File: src/rtl/sram_like_arbiter_if.sv
// sram_like_arbiter_if
//   One sram-like bus channel: request fields flow master -> slave,
//   rdata and the addr_ok/data_ok handshakes flow slave -> master.
//   Ports (signals):
//     req, wr        request and write flag
//     size[1:0]      0=byte, 1=half, 2=word
//     addr, wdata    request address and write data
//     rdata          read data returned by the slave
//     addr_ok        request accepted by the slave
//     data_ok        data phase complete (rdata valid on reads)
//   Modports: master drives the request side, slave drives the response side.
interface sram_like_arbiter_if #(
  parameter int ADDR_W = 32,
  parameter int DATA_W = 32
);
  logic              req;
  logic              wr;
  logic [1:0]        size;
  logic [ADDR_W-1:0] addr;
  logic [DATA_W-1:0] wdata;
  logic [DATA_W-1:0] rdata;
  logic              addr_ok;
  logic              data_ok;

  modport master (
    output req, wr, size, addr, wdata,
    input  rdata, addr_ok, data_ok
  );

  modport slave (
    input  req, wr, size, addr, wdata,
    output rdata, addr_ok, data_ok
  );
endinterface

File: src/rtl/sram_like_arbiter.sv
// sram_like_arbiter
//   Shares one sram-like slave (normally the AXI bridge) between the
//   instruction fetch port and the data memory port. One transaction is in
//   flight at a time; the grant is locked from the first slave req until
//   addr_ok, and addr_ok/data_ok/rdata are routed back to the owner.
//   Zero added latency: in IDLE the slave request follows the masters
//   combinationally, and all master handshakes are combinational.
//
//   Ports:
//     clk        clock, rising edge
//     rst        synchronous active-high reset
//     inst_bus   instruction master channel (slave modport)
//     data_bus   data master channel (slave modport)
//     sram_bus   shared slave channel (master modport)
//     busy       high while a transaction is in ADDR or DATA
//     owner      grant, 0 = inst, 1 = data
//
//   Optional feature macro: SRAM_ARB_ROUND_ROBIN_EN
//     undefined : fixed priority, data wins every tie
//     defined   : ties go to the master not granted last (data first)
//
//   state | meaning
//   ------+--------------------------------------------------------
//   IDLE  | no transaction; grant computed live from both requests
//   ADDR  | request issued, waiting for addr_ok; grant frozen
//   DATA  | address accepted, waiting for data_ok; sram_req low
module sram_like_arbiter #(
  parameter int ADDR_W = 32,
  parameter int DATA_W = 32
) (
  input  logic                clk,
  input  logic                rst,
  sram_like_arbiter_if.slave  inst_bus,
  sram_like_arbiter_if.slave  data_bus,
  sram_like_arbiter_if.master sram_bus,
  output logic                busy,
  output logic                owner
);

  localparam logic [1:0] ST_IDLE = 2'd0;
  localparam logic [1:0] ST_ADDR = 2'd1;
  localparam logic [1:0] ST_DATA = 2'd2;

  logic [1:0]        state_q, state_d;
  logic              owner_q, owner_d;
`ifdef SRAM_ARB_ROUND_ROBIN_EN
  logic              last_q, last_d;
`endif

  logic              any_req;
  logic              tie_winner;
  logic              idle_grant;
  logic              sel;
  logic              sram_req_w;
  logic              addr_fire;
  logic              data_fire;
  logic              mux_wr;
  logic [1:0]        mux_size;
  logic [ADDR_W-1:0] mux_addr;
  logic [DATA_W-1:0] mux_wdata;

  // Grant selection: live in IDLE, frozen to the latched owner otherwise.
  always_comb begin
    any_req = inst_bus.req | data_bus.req;
`ifdef SRAM_ARB_ROUND_ROBIN_EN
    tie_winner = ~last_q;
`else
    tie_winner = 1'b1;
`endif
    idle_grant = (inst_bus.req & data_bus.req) ? tie_winner : data_bus.req;
    sel        = (state_q == ST_IDLE) ? idle_grant : owner_q;
  end

  always_comb begin
    sram_req_w = 1'b0;
    mux_wr     = 1'b0;
    mux_size   = '0;
    mux_addr   = '0;
    mux_wdata  = '0;
    if (!rst) begin
      case (state_q)
        ST_IDLE: sram_req_w = any_req;
        ST_ADDR: sram_req_w = sel ? data_bus.req : inst_bus.req;
        default: sram_req_w = 1'b0;
      endcase
      if (sel) begin
        mux_wr    = data_bus.wr;
        mux_size  = data_bus.size;
        mux_addr  = data_bus.addr;
        mux_wdata = data_bus.wdata;
      end else begin
        mux_wr    = inst_bus.wr;
        mux_size  = inst_bus.size;
        mux_addr  = inst_bus.addr;
        mux_wdata = inst_bus.wdata;
      end
    end
    // addr_ok only counts while we are actually requesting; data_ok only
    // counts in DATA, so stray slave pulses never reach a master.
    addr_fire = sram_req_w & sram_bus.addr_ok;
    data_fire = ~rst & (state_q == ST_DATA) & sram_bus.data_ok;
  end

  assign sram_bus.req   = sram_req_w;
  assign sram_bus.wr    = mux_wr;
  assign sram_bus.size  = mux_size;
  assign sram_bus.addr  = mux_addr;
  assign sram_bus.wdata = mux_wdata;

  assign inst_bus.addr_ok = addr_fire & ~sel;
  assign data_bus.addr_ok = addr_fire & sel;
  assign inst_bus.data_ok = data_fire & ~owner_q;
  assign data_bus.data_ok = data_fire & owner_q;

  // rdata is shared; only the owner's data_ok qualifies it.
  assign inst_bus.rdata = sram_bus.rdata;
  assign data_bus.rdata = sram_bus.rdata;

  assign busy  = ~rst & (state_q != ST_IDLE);
  assign owner = ~rst & sel;

  always_comb begin
    state_d = state_q;
    owner_d = owner_q;
`ifdef SRAM_ARB_ROUND_ROBIN_EN
    last_d  = last_q;
    if (addr_fire) last_d = sel;
`endif
    case (state_q)
      ST_IDLE: begin
        if (addr_fire) begin
          state_d = ST_DATA;
          owner_d = sel;
        end else if (any_req) begin
          state_d = ST_ADDR;
          owner_d = sel;
        end
      end
      ST_ADDR: if (addr_fire) state_d = ST_DATA;
      ST_DATA: if (data_fire) state_d = ST_IDLE;
      default: state_d = ST_IDLE;
    endcase
  end

  always_ff @(posedge clk) begin
    if (rst) begin
      state_q <= ST_IDLE;
      owner_q <= 1'b0;
`ifdef SRAM_ARB_ROUND_ROBIN_EN
      last_q  <= 1'b0;
`endif
    end else begin
      state_q <= state_d;
      owner_q <= owner_d;
`ifdef SRAM_ARB_ROUND_ROBIN_EN
      last_q  <= last_d;
`endif
    end
  end

endmodule

File: src/flat_wrapper.sv
// flat-port wrapper written by rule: the top's interface ports become plain ports
module sram_like_arbiter_flat 
#(
  parameter int ADDR_W = 32,
  parameter int DATA_W = 32
)
  (clk, rst, busy, owner, inst_bus_req, inst_bus_wr, inst_bus_size, inst_bus_addr, inst_bus_wdata, inst_bus_rdata, inst_bus_addr_ok, inst_bus_data_ok, data_bus_req, data_bus_wr, data_bus_size, data_bus_addr, data_bus_wdata, data_bus_rdata, data_bus_addr_ok, data_bus_data_ok, sram_bus_req, sram_bus_wr, sram_bus_size, sram_bus_addr, sram_bus_wdata, sram_bus_rdata, sram_bus_addr_ok, sram_bus_data_ok);
  sram_like_arbiter_if #(.ADDR_W(ADDR_W), .DATA_W(DATA_W)) inst_bus_i ();
  sram_like_arbiter_if #(.ADDR_W(ADDR_W), .DATA_W(DATA_W)) data_bus_i ();
  sram_like_arbiter_if #(.ADDR_W(ADDR_W), .DATA_W(DATA_W)) sram_bus_i ();
  input  logic clk;
  input  logic rst;
  output logic busy;
  output logic owner;
  input wire logic [$bits(inst_bus_i.req)-1:0] inst_bus_req;
  input wire logic [$bits(inst_bus_i.wr)-1:0] inst_bus_wr;
  input wire logic [$bits(inst_bus_i.size)-1:0] inst_bus_size;
  input wire logic [$bits(inst_bus_i.addr)-1:0] inst_bus_addr;
  input wire logic [$bits(inst_bus_i.wdata)-1:0] inst_bus_wdata;
  output wire logic [$bits(inst_bus_i.rdata)-1:0] inst_bus_rdata;
  output wire logic [$bits(inst_bus_i.addr_ok)-1:0] inst_bus_addr_ok;
  output wire logic [$bits(inst_bus_i.data_ok)-1:0] inst_bus_data_ok;
  input wire logic [$bits(data_bus_i.req)-1:0] data_bus_req;
  input wire logic [$bits(data_bus_i.wr)-1:0] data_bus_wr;
  input wire logic [$bits(data_bus_i.size)-1:0] data_bus_size;
  input wire logic [$bits(data_bus_i.addr)-1:0] data_bus_addr;
  input wire logic [$bits(data_bus_i.wdata)-1:0] data_bus_wdata;
  output wire logic [$bits(data_bus_i.rdata)-1:0] data_bus_rdata;
  output wire logic [$bits(data_bus_i.addr_ok)-1:0] data_bus_addr_ok;
  output wire logic [$bits(data_bus_i.data_ok)-1:0] data_bus_data_ok;
  output wire logic [$bits(sram_bus_i.req)-1:0] sram_bus_req;
  output wire logic [$bits(sram_bus_i.wr)-1:0] sram_bus_wr;
  output wire logic [$bits(sram_bus_i.size)-1:0] sram_bus_size;
  output wire logic [$bits(sram_bus_i.addr)-1:0] sram_bus_addr;
  output wire logic [$bits(sram_bus_i.wdata)-1:0] sram_bus_wdata;
  input wire logic [$bits(sram_bus_i.rdata)-1:0] sram_bus_rdata;
  input wire logic [$bits(sram_bus_i.addr_ok)-1:0] sram_bus_addr_ok;
  input wire logic [$bits(sram_bus_i.data_ok)-1:0] sram_bus_data_ok;
  assign inst_bus_i.req = inst_bus_req;
  assign inst_bus_i.wr = inst_bus_wr;
  assign inst_bus_i.size = inst_bus_size;
  assign inst_bus_i.addr = inst_bus_addr;
  assign inst_bus_i.wdata = inst_bus_wdata;
  assign inst_bus_rdata = inst_bus_i.rdata;
  assign inst_bus_addr_ok = inst_bus_i.addr_ok;
  assign inst_bus_data_ok = inst_bus_i.data_ok;
  assign data_bus_i.req = data_bus_req;
  assign data_bus_i.wr = data_bus_wr;
  assign data_bus_i.size = data_bus_size;
  assign data_bus_i.addr = data_bus_addr;
  assign data_bus_i.wdata = data_bus_wdata;
  assign data_bus_rdata = data_bus_i.rdata;
  assign data_bus_addr_ok = data_bus_i.addr_ok;
  assign data_bus_data_ok = data_bus_i.data_ok;
  assign sram_bus_req = sram_bus_i.req;
  assign sram_bus_wr = sram_bus_i.wr;
  assign sram_bus_size = sram_bus_i.size;
  assign sram_bus_addr = sram_bus_i.addr;
  assign sram_bus_wdata = sram_bus_i.wdata;
  assign sram_bus_i.rdata = sram_bus_rdata;
  assign sram_bus_i.addr_ok = sram_bus_addr_ok;
  assign sram_bus_i.data_ok = sram_bus_data_ok;
  sram_like_arbiter #(.ADDR_W(ADDR_W), .DATA_W(DATA_W)) u_core (.clk(clk), .rst(rst), .inst_bus(inst_bus_i), .data_bus(data_bus_i), .sram_bus(sram_bus_i), .busy(busy), .owner(owner));
endmodule
File: config.mk
export PLATFORM = sky130hd
export DESIGN_NAME = sram_like_arbiter_flat
export DESIGN_NICKNAME = d
export VERILOG_FILES = /design/src/rtl/sram_like_arbiter_if.sv /design/src/rtl/sram_like_arbiter.sv /design/src/flat_wrapper.sv
export SDC_FILE = /design/constraint.sdc
export NUM_CORES = 1
export LEC_CHECK = 0
export BUFFER_PORTS_ARGS = -buffer_cell sky130_fd_sc_hd__buf_4
export CORE_AREA = 2 2 121 123
export CTS_CLUSTER_DIAMETER = 80
export CTS_CLUSTER_SIZE = 8
export DETAILED_ROUTE_END_ITERATION = 10
export DIE_AREA = 0 0 123 125
export PLACE_DENSITY = 0.58
export SLEW_MARGIN = 0
export SYNTH_ARGS = -nofsm -noshare
export SYNTH_HDL_FRONTEND = slang
export SYNTH_SLANG_ARGS = --single-unit
File: constraint.sdc
create_clock -name clk -period 1.6 [get_ports clk]
set_clock_uncertainty 0.15 [all_clocks]
set_input_delay 0.08 -clock clk [delete_from_list [all_inputs] [get_ports clk]]
set_output_delay 0.08 -clock clk [all_outputs]
set_load 0.02 [all_outputs]
==> summary.txt, run 1 <==
Floorplanning
  • Die X: 123 um
  • Die Span Y: 125 um
  • Site Rows: 44
  • Die Area: 0.01538 mm2
  • Initial Util: 16.83%
  • Core area: 0.01420 mm2
  • I/O pin cnt: 310

Layout
  • Fillers: 1,475
  • Multi-input logic area: 0.002191 mm2
  • P&R area growth vs syn: 98.22%
  • Final Non-Filler Cells: 664
  • FF/Latch Area: 63.81 um2
  • N_diodes: 0
  • Total Nets Final: 653
  • Share of layout cells above drive strength 1: 66.67%

Detailed routing
  • Via-to-Cell Ratio: 3.950
  • Routed WL: 8722 um
  • WL per Instance: 13.14 um
  • Vias: 2,623
  • Drt first pass iters: 4
  • Post-route ant nets: 0
  • Initial DRC Count: 30
  • DRC: 0

Synthesis
  • Average size of a mapped cell: 7.543 um2
  • Yosys reg bits: 3
  • Syn_nets: 489
  • Cell variety after synth: 24
  • Synthesized area: 0.002391 mm2
  • Register area share after synthesis: 2.512%
  • Syn Inst Count: 317
  • Yosys synthesis warning count: 0

STA
  • Worst slew margin: 79.76%
  • # setup viols final: 70
  • Final Hold Fails: 0
  • Final period utilization: 124.5%
  • Actual slew at the worst max-slew pin: 303.6 ps
  • Max Slew Vio Count: 0
  • Min Clock Period, post-route: 1991 ps
  • RSZ-0062 raised after global routing: yes
  • Final WS setup: -391.4 ps
  • F_max: 502.2 MHz

Setup path
  • FF-to-FF End: u_core.state_q[1]
  • Crit path capture type: output pin
  • Worst EP required: 1370 ps
  • Crit-path cells: nor2_4 > mux2i_4 > buf_12 > buf_12 > buf_12 > mux2i_4 > buf_6
  • Worst path most repeated cell: buf_12
  • Crit path kind: flop to output pin
  • CP Launch Type: flop
  • Worst path arrival time: 1760 ps
  • FF-to-FF setup slack: 210 ps
  • CP Capture Point: sram_bus_wdata[10]
  • Peak per-stage delay on the critical path: 320 ps
  • Worst R2R Path Depth: 4
  • RR Startpoint: u_core.owner_q
  • Critical Path Start: u_core.state_q[0]
  • Slowest cell on crit path: dfxtp_2
  • CP Max Fanout: 6

Clocking
  • Clk root buf: clkbuf_16
  • CTS max path bufs: 2
  • Clock Pin Slew Worst Setup and Hold Paths: 30 ps
  • CTS tree: built
  • H-tree lvl count: 1
  • Clk sinks: 3
  • Worst-Skew Late Latency: 220 ps
  • CTS Hold Buffers Added: 0
  • Num CTS Buffers: 3

Outcome
  • Status: finished with violations
  • Failing checks: negative setup slack

Pwr
  • Total design power: 2.434 mW
  • Leak pwr: 2.112 nW
  • VDD IR max: 0.7634 mV
  • Pwr per Cell Area: 513.6 mW/mm2

Global route
  • Total gr overflow: 0
  • Initial antenna violation count: 0
  • GRT Total Usage: 10.36%
  • Pin count of the biggest net entering global routing: 101
  • First-pass GRT wire length: 13,020 um
  • Number of global-route vias before repair: 2,693

Placement
  • Final Wtd Congestion: 0.8108
  • Placed cells: 649
  • PortBufs: 213
  • Pre-CTS setup slack: -206.8 ps
  • DP Wirelength: 7073 um

Job
  • # Max-Cap Violations: 0

Worst hold path
  • Hold Path Class: primary input to output pin
==> registers in the layout, indices dropped and copies added (netlist names) <==
name            count
u_core.state_q      2
u_core.owner_q      1
==> through the flow <==
| stage | setup TNS, ps | hold WS, ps | area (um2) | utilization [%] |
|---|---|---|---|---|
| 5_1_grt | -28820 | 10.04 | 4740 | 33.37 |
| 2_1_floorplan | -3373 | 65.92 | 2836 | - |
| 3_5_place_dp | -9641 | 10.20 | 4309 | 30.34 |
| 6_report | -24610 | 10.01 | 4740 | 33.37 |
| 3_3_place_gp | -7586 | 10.20 | 4309 | 30.34 |
| 4_1_cts | -25780 | 7.572 | 4599 | 32.38 |
==> cell usage after synthesis, drive strengths merged <==
master	number	share of area, %
mux2i	69	29
a21oi	2	0.42
nand2	2	0.31
buf	73	25
clkbuf	14	2.2
o21bai	1	0.31
inv	1	0.16
nor4	1	0.26
nor3	1	0.21
and3b	1	0.37
nand3b	2	0.63
o21ai	1	0.21
a21o	1	0.37
nor3b	1	0.52
nand2b	135	35
nand3	1	0.21
a21boi	1	0.31
dfxtp	3	2.5
nor2	7	1.4
==> layer usage <==
layer  up-vias  part of all wire [%]  global-route usage [%]
li1       1282                     -                       -
met1      1185                    35                   11.14
met2       127                    54                   19.92
met3        29                   9.0                   2.099
met4         0                   2.6                   3.008
met5         -                     0                       0
==> cells in the final DEF (no fill, tap or decap), drive strengths merged, types with 2 or more instances in the layout <==
master  netlist  final
nand2         2      2
nand2b      135    135
dfxtp         3      3
nand3b        2      2
clkbuf       14      5
buf          73    245
mux2i        69     69
nor2          7      7
a21oi         2      2
==> power by group <==
group	total, mW	internal (mW)	leakage (nW)	switching, mW
Clock	0.390	0.328	0.0382	0.0615
Sequential	0.0898	0.0834	0.0258	0.00638
Combinational	1.95	1.13	2.05	0.822
Total	2.43	1.54	2.11	0.890
==> worst min path at each step <==
stage | start | endpoint | cells after the start
floorplan | data_bus_req | u_core.owner_q | 2
global placement | sram_bus_rdata[16] | data_bus_rdata[16] | 0
detailed placement | sram_bus_rdata[16] | data_bus_rdata[16] | 0
CTS | data_bus_req | u_core.owner_q | 3
global route | sram_bus_rdata[18] | inst_bus_rdata[18] | 0
finish | sram_bus_rdata[19] | data_bus_rdata[19] | 0
==> cells by family (layout without fill, tap and decap cells) <==
kind of cell,count (synthesis),after routing,share of synthesized area (%)
muxes,69,69,28.89
buffers and inverters,88,251,27.73
AOI/OAI and AO/OA,6,6,1.622
DFF,3,3,2.512
and+or+nand+nor,151,151,39.25
==> what timing repair did <==
action                     in CTS  in global routing
setup endpoints to repair      71                 71
pin swaps                       0                  3
gates resized for setup        31                 32
gates cloned                    1                  1
buffers inserted                8                  4
==> final cells by class <==
class / count / share of cell area (%)
well taps: 184 / 4.857
clock buffers: 4 / 1.663
repair buffers: 246 / 45.83
flip-flops and latches: 3 / 1.346
multi-input cells: 226 / 46.22
inverters: 1 / 0.07920
==> critical path: cells and delay by family, from the launching register on <==
| family | cells | cell delay [ps] |
|---|---|---|
| buf+inv | 4 | 580 |
| mux | 2 | 500 |
| flops | 1 | 320 |
| simple gates | 1 | 140 |
Note: power is estimated with default switching activity, not from simulation.
==> inputs of run 2 (changes only) <==
--- a/config.mk
+++ b/config.mk
@@ -8,10 +8,10 @@
 export BUFFER_PORTS_ARGS = -buffer_cell sky130_fd_sc_hd__buf_4
 export CORE_AREA = 2 2 121 123
 export CTS_CLUSTER_DIAMETER = 80
-export CTS_CLUSTER_SIZE = 8
 export DETAILED_ROUTE_END_ITERATION = 10
 export DIE_AREA = 0 0 123 125
 export PLACE_DENSITY = 0.58
+export RECOVER_POWER = 50
 export SLEW_MARGIN = 0
 export SYNTH_ARGS = -nofsm -noshare
 export SYNTH_HDL_FRONTEND = slang
==> constraint.sdc (replaced) <==
create_clock -name clk -period 1.6 [get_ports clk]
set_clock_uncertainty 0.15 [all_clocks]
set_input_delay 0.32 -clock clk [delete_from_list [all_inputs] [get_ports clk]]
set_output_delay 0.32 -clock clk [all_outputs]
set_load 0.02 [all_outputs]
==> run 2 against run 1 <==
Compared with the run above: the run still ends with negative setup slack left; largest cell class is now non-clock buffers; global-route usage fell by 0.052 points; register-to-register slack improved by 40 ps; sequential cell count did not move; combinational power fell by 2%; worst setup slack got worse by 240 ps; clock-buffer cell count did not move; highest routed layer unchanged; final area fell by 0.55%.
==> summary.txt, run 2 (synthesis gave the netlist of run 1 again) <==
Outcome
  • Status: finished with violations
  • Failing checks: negative setup slack

Worst hold path
  • Hold Path Class: primary input to flop
  • Min-Delay Startpoint: sram_bus_addr_ok
  • End of the worst hold path: u_core.state_q[0]
  • Hold path depth: 3

Floorplanning
  • Die X: 123 um
  • Initial Util: 16.83%
  • Die Span Y: 125 um
  • Core area: 0.01420 mm2
  • Die Area: 0.01538 mm2
  • Site Rows: 44
  • I/O pin cnt: 310

Global route
  • GRT Total Usage: 10.31%
  • First-pass GRT wire length: 12,950 um
  • Total gr overflow: 0
  • Initial antenna violation count: 0
  • Number of global-route vias before repair: 2,674
  • Pin count of the biggest net entering global routing: 68

Detailed routing
  • WL per Instance: 13.06 um
  • DRC: 0
  • Vias: 2,627
  • Via-to-Cell Ratio: 3.921
  • Initial DRC Count: 82
  • Drt first pass iters: 4
  • Routed WL: 8749 um
  • Post-route ant nets: 0

Setup path
  • FF-to-FF setup slack: 250 ps
  • Crit path buffers/inverters: 3
  • Worst R2R Path Depth: 4
  • Worst EP required: 1130 ps
  • FF-to-FF End: u_core.state_q[1]
  • Crit path capture type: output pin
  • Crit path kind: flop to output pin
  • CP Launch Type: flop
  • CP Max Fanout: 8
  • RR Startpoint: u_core.owner_q
  • Worst path arrival time: 1760 ps
  • Crit-path cells: nor2_4 > mux2i_4 > buf_12 > buf_16 > mux2i_2 > buf_4
  • Peak per-stage delay on the critical path: 320 ps
  • Family with the most delay on the worst path: multiplexers
  • Slowest cell on crit path: dfxtp_2

Layout
  • Share of layout cells above drive strength 1: 69.75%
  • FF/Latch Area: 63.81 um2
  • Total Nets Final: 659
  • Number of flip-flops under the largest register name: 2
  • Util after Layout: 33.18%
  • Multi-input logic area: 0.002148 mm2
  • Commonest non-fill, non-tap cell in the layout: buf_4
  • Commonest non-fill, non-tap cells in the layout: buf_4 (209), nand2b_1 (134), mux2i_2 (50), buf_6 (29), mux2i_4 (18)
  • Fillers: 1,471
  • N_diodes: 0
  • Largest reg by FF count: u_core.state_q
  • Regs by FF count: u_core.state_q (2), u_core.owner_q (1)
  • Post-route cell area: 0.004713 mm2
  • P&R area growth vs syn: 97.12%

Job
  • # Max-Cap Violations: 0

STA
  • Final period utilization: 139.2%
  • Worst slew margin: 84.17%
  • RSZ-0062 raised after global routing: yes
  • # setup viols final: 72
  • Max Slew Vio Count: 0
  • Final WS setup: -627.4 ps
  • Final Hold Fails: 0
  • Min Clock Period, post-route: 2227 ps
  • Actual slew at the worst max-slew pin: 232.5 ps
  • F_max: 449.0 MHz

Pwr
  • VDD IR max: 0.4260 mV
  • Pwr per Cell Area: 508.7 mW/mm2
  • Total design power: 2.397 mW
  • Leak pwr: 2.107 nW

Clocking
  • CTS Hold Buffers Added: 0
  • CTS tree: built
  • CTS max path bufs: 2
  • Num CTS Buffers: 3
  • Clk sinks: 3
  • H-tree lvl count: 1
  • Clk root buf: clkbuf_16
  • Clock Pin Slew Worst Setup and Hold Paths: 30 ps
  • Worst-Skew Late Latency: 220 ps

Placement
  • Pre-CTS setup slack: -439.7 ps
  • DP Wirelength: 7309 um
  • PortBufs: 213
  • Post-DP Area: 0.004389 mm2
  • Final Wtd Congestion: 0.8409
==> run 2: cell count changes in the layout (fill, tap and decap cells not counted), moves of 3 or more <==
cell	previous run	this run
mux2i_4	30	18
nor2_1	5	1
mux2i_2	31	50
buf_8	3	0
buf_4	194	209
mux2i_1	8	1
buf_6	36	29
nor2_2	1	4
==> run 2: repair_timing <==
action | 4_1_cts | 5_1_grt
pin swaps | 3 | 5
setup endpoints to repair | 73 | 73
cloned | 0 | 1
buffers inserted | 3 | 5
resized for setup | 31 | 10
==> run 2: per-layer routing <==
| metal | share of wire [%] | vias to the layer above | track usage [%] |
|---|---|---|---|
| li1 | - | 1291 | - |
| met1 | 36 | 1190 | 11.38 |
| met5 | 0 | - | 0 |
| met4 | 1.5 | 0 | 2.540 |
| met3 | 8.2 | 18 | 2.418 |
| met2 | 54 | 128 | 19.47 |
==> run 2: how the worst max path moves through the flow <==
| stage | cells past startpoint | endpoint | slack [ps] | startpoint |
|---|---|---|---|---|
| floorplan | 5 | sram_bus_addr[10] | -270 | u_core.state_q[0] |
| global placement | 6 | sram_bus_wdata[25] | -420 | u_core.state_q[0] |
| detailed placement | 6 | sram_bus_addr[18] | -440 | u_core.state_q[0] |
| CTS | 6 | sram_bus_addr[18] | -660 | u_core.state_q[0] |
| global route | 6 | sram_bus_addr[17] | -680 | u_core.state_q[1] |
| finish | 6 | sram_bus_addr[18] | -630 | u_core.state_q[1] |
==> run 2: stage by stage <==
stage,instances,hold slack [ps],setup TNS (ps)
floorplan,317,305.9,-17620
global placement,658,469.2,-25560
detailed placement,658,466.2,-25530
CTS,664,238.5,-41340
global route,670,281.8,-44790
finish,670,239.8,-40180
==> run 2: layout make-up <==
cell class	instances	share of cell area, %
flip-flops and latches	3	1.354
multi-input cells	226	45.58
well taps	184	4.885
clock buffers	4	1.672
repair buffers	252	46.43
inverters	1	0.07964
==> run 2: power by group <==
part / internal, mW / switching (mW) / leakage [nW] / total (mW)
clock: 0.329 / 0.0724 / 0.0382 / 0.402
sequential: 0.0834 / 0.00734 / 0.0258 / 0.0907
combinational: 1.10 / 0.802 / 2.04 / 1.91
total: 1.52 / 0.882 / 2.11 / 2.40
==> run 2: worst register-to-register path: cells and delay by family (launching register included) <==
kind	cells	cell delay (ps)
AND/OR/NAND/NOR	2	470
flip-flops	1	330
AO/OA/AOI/OAI	1	200
buffers and inverters	1	130
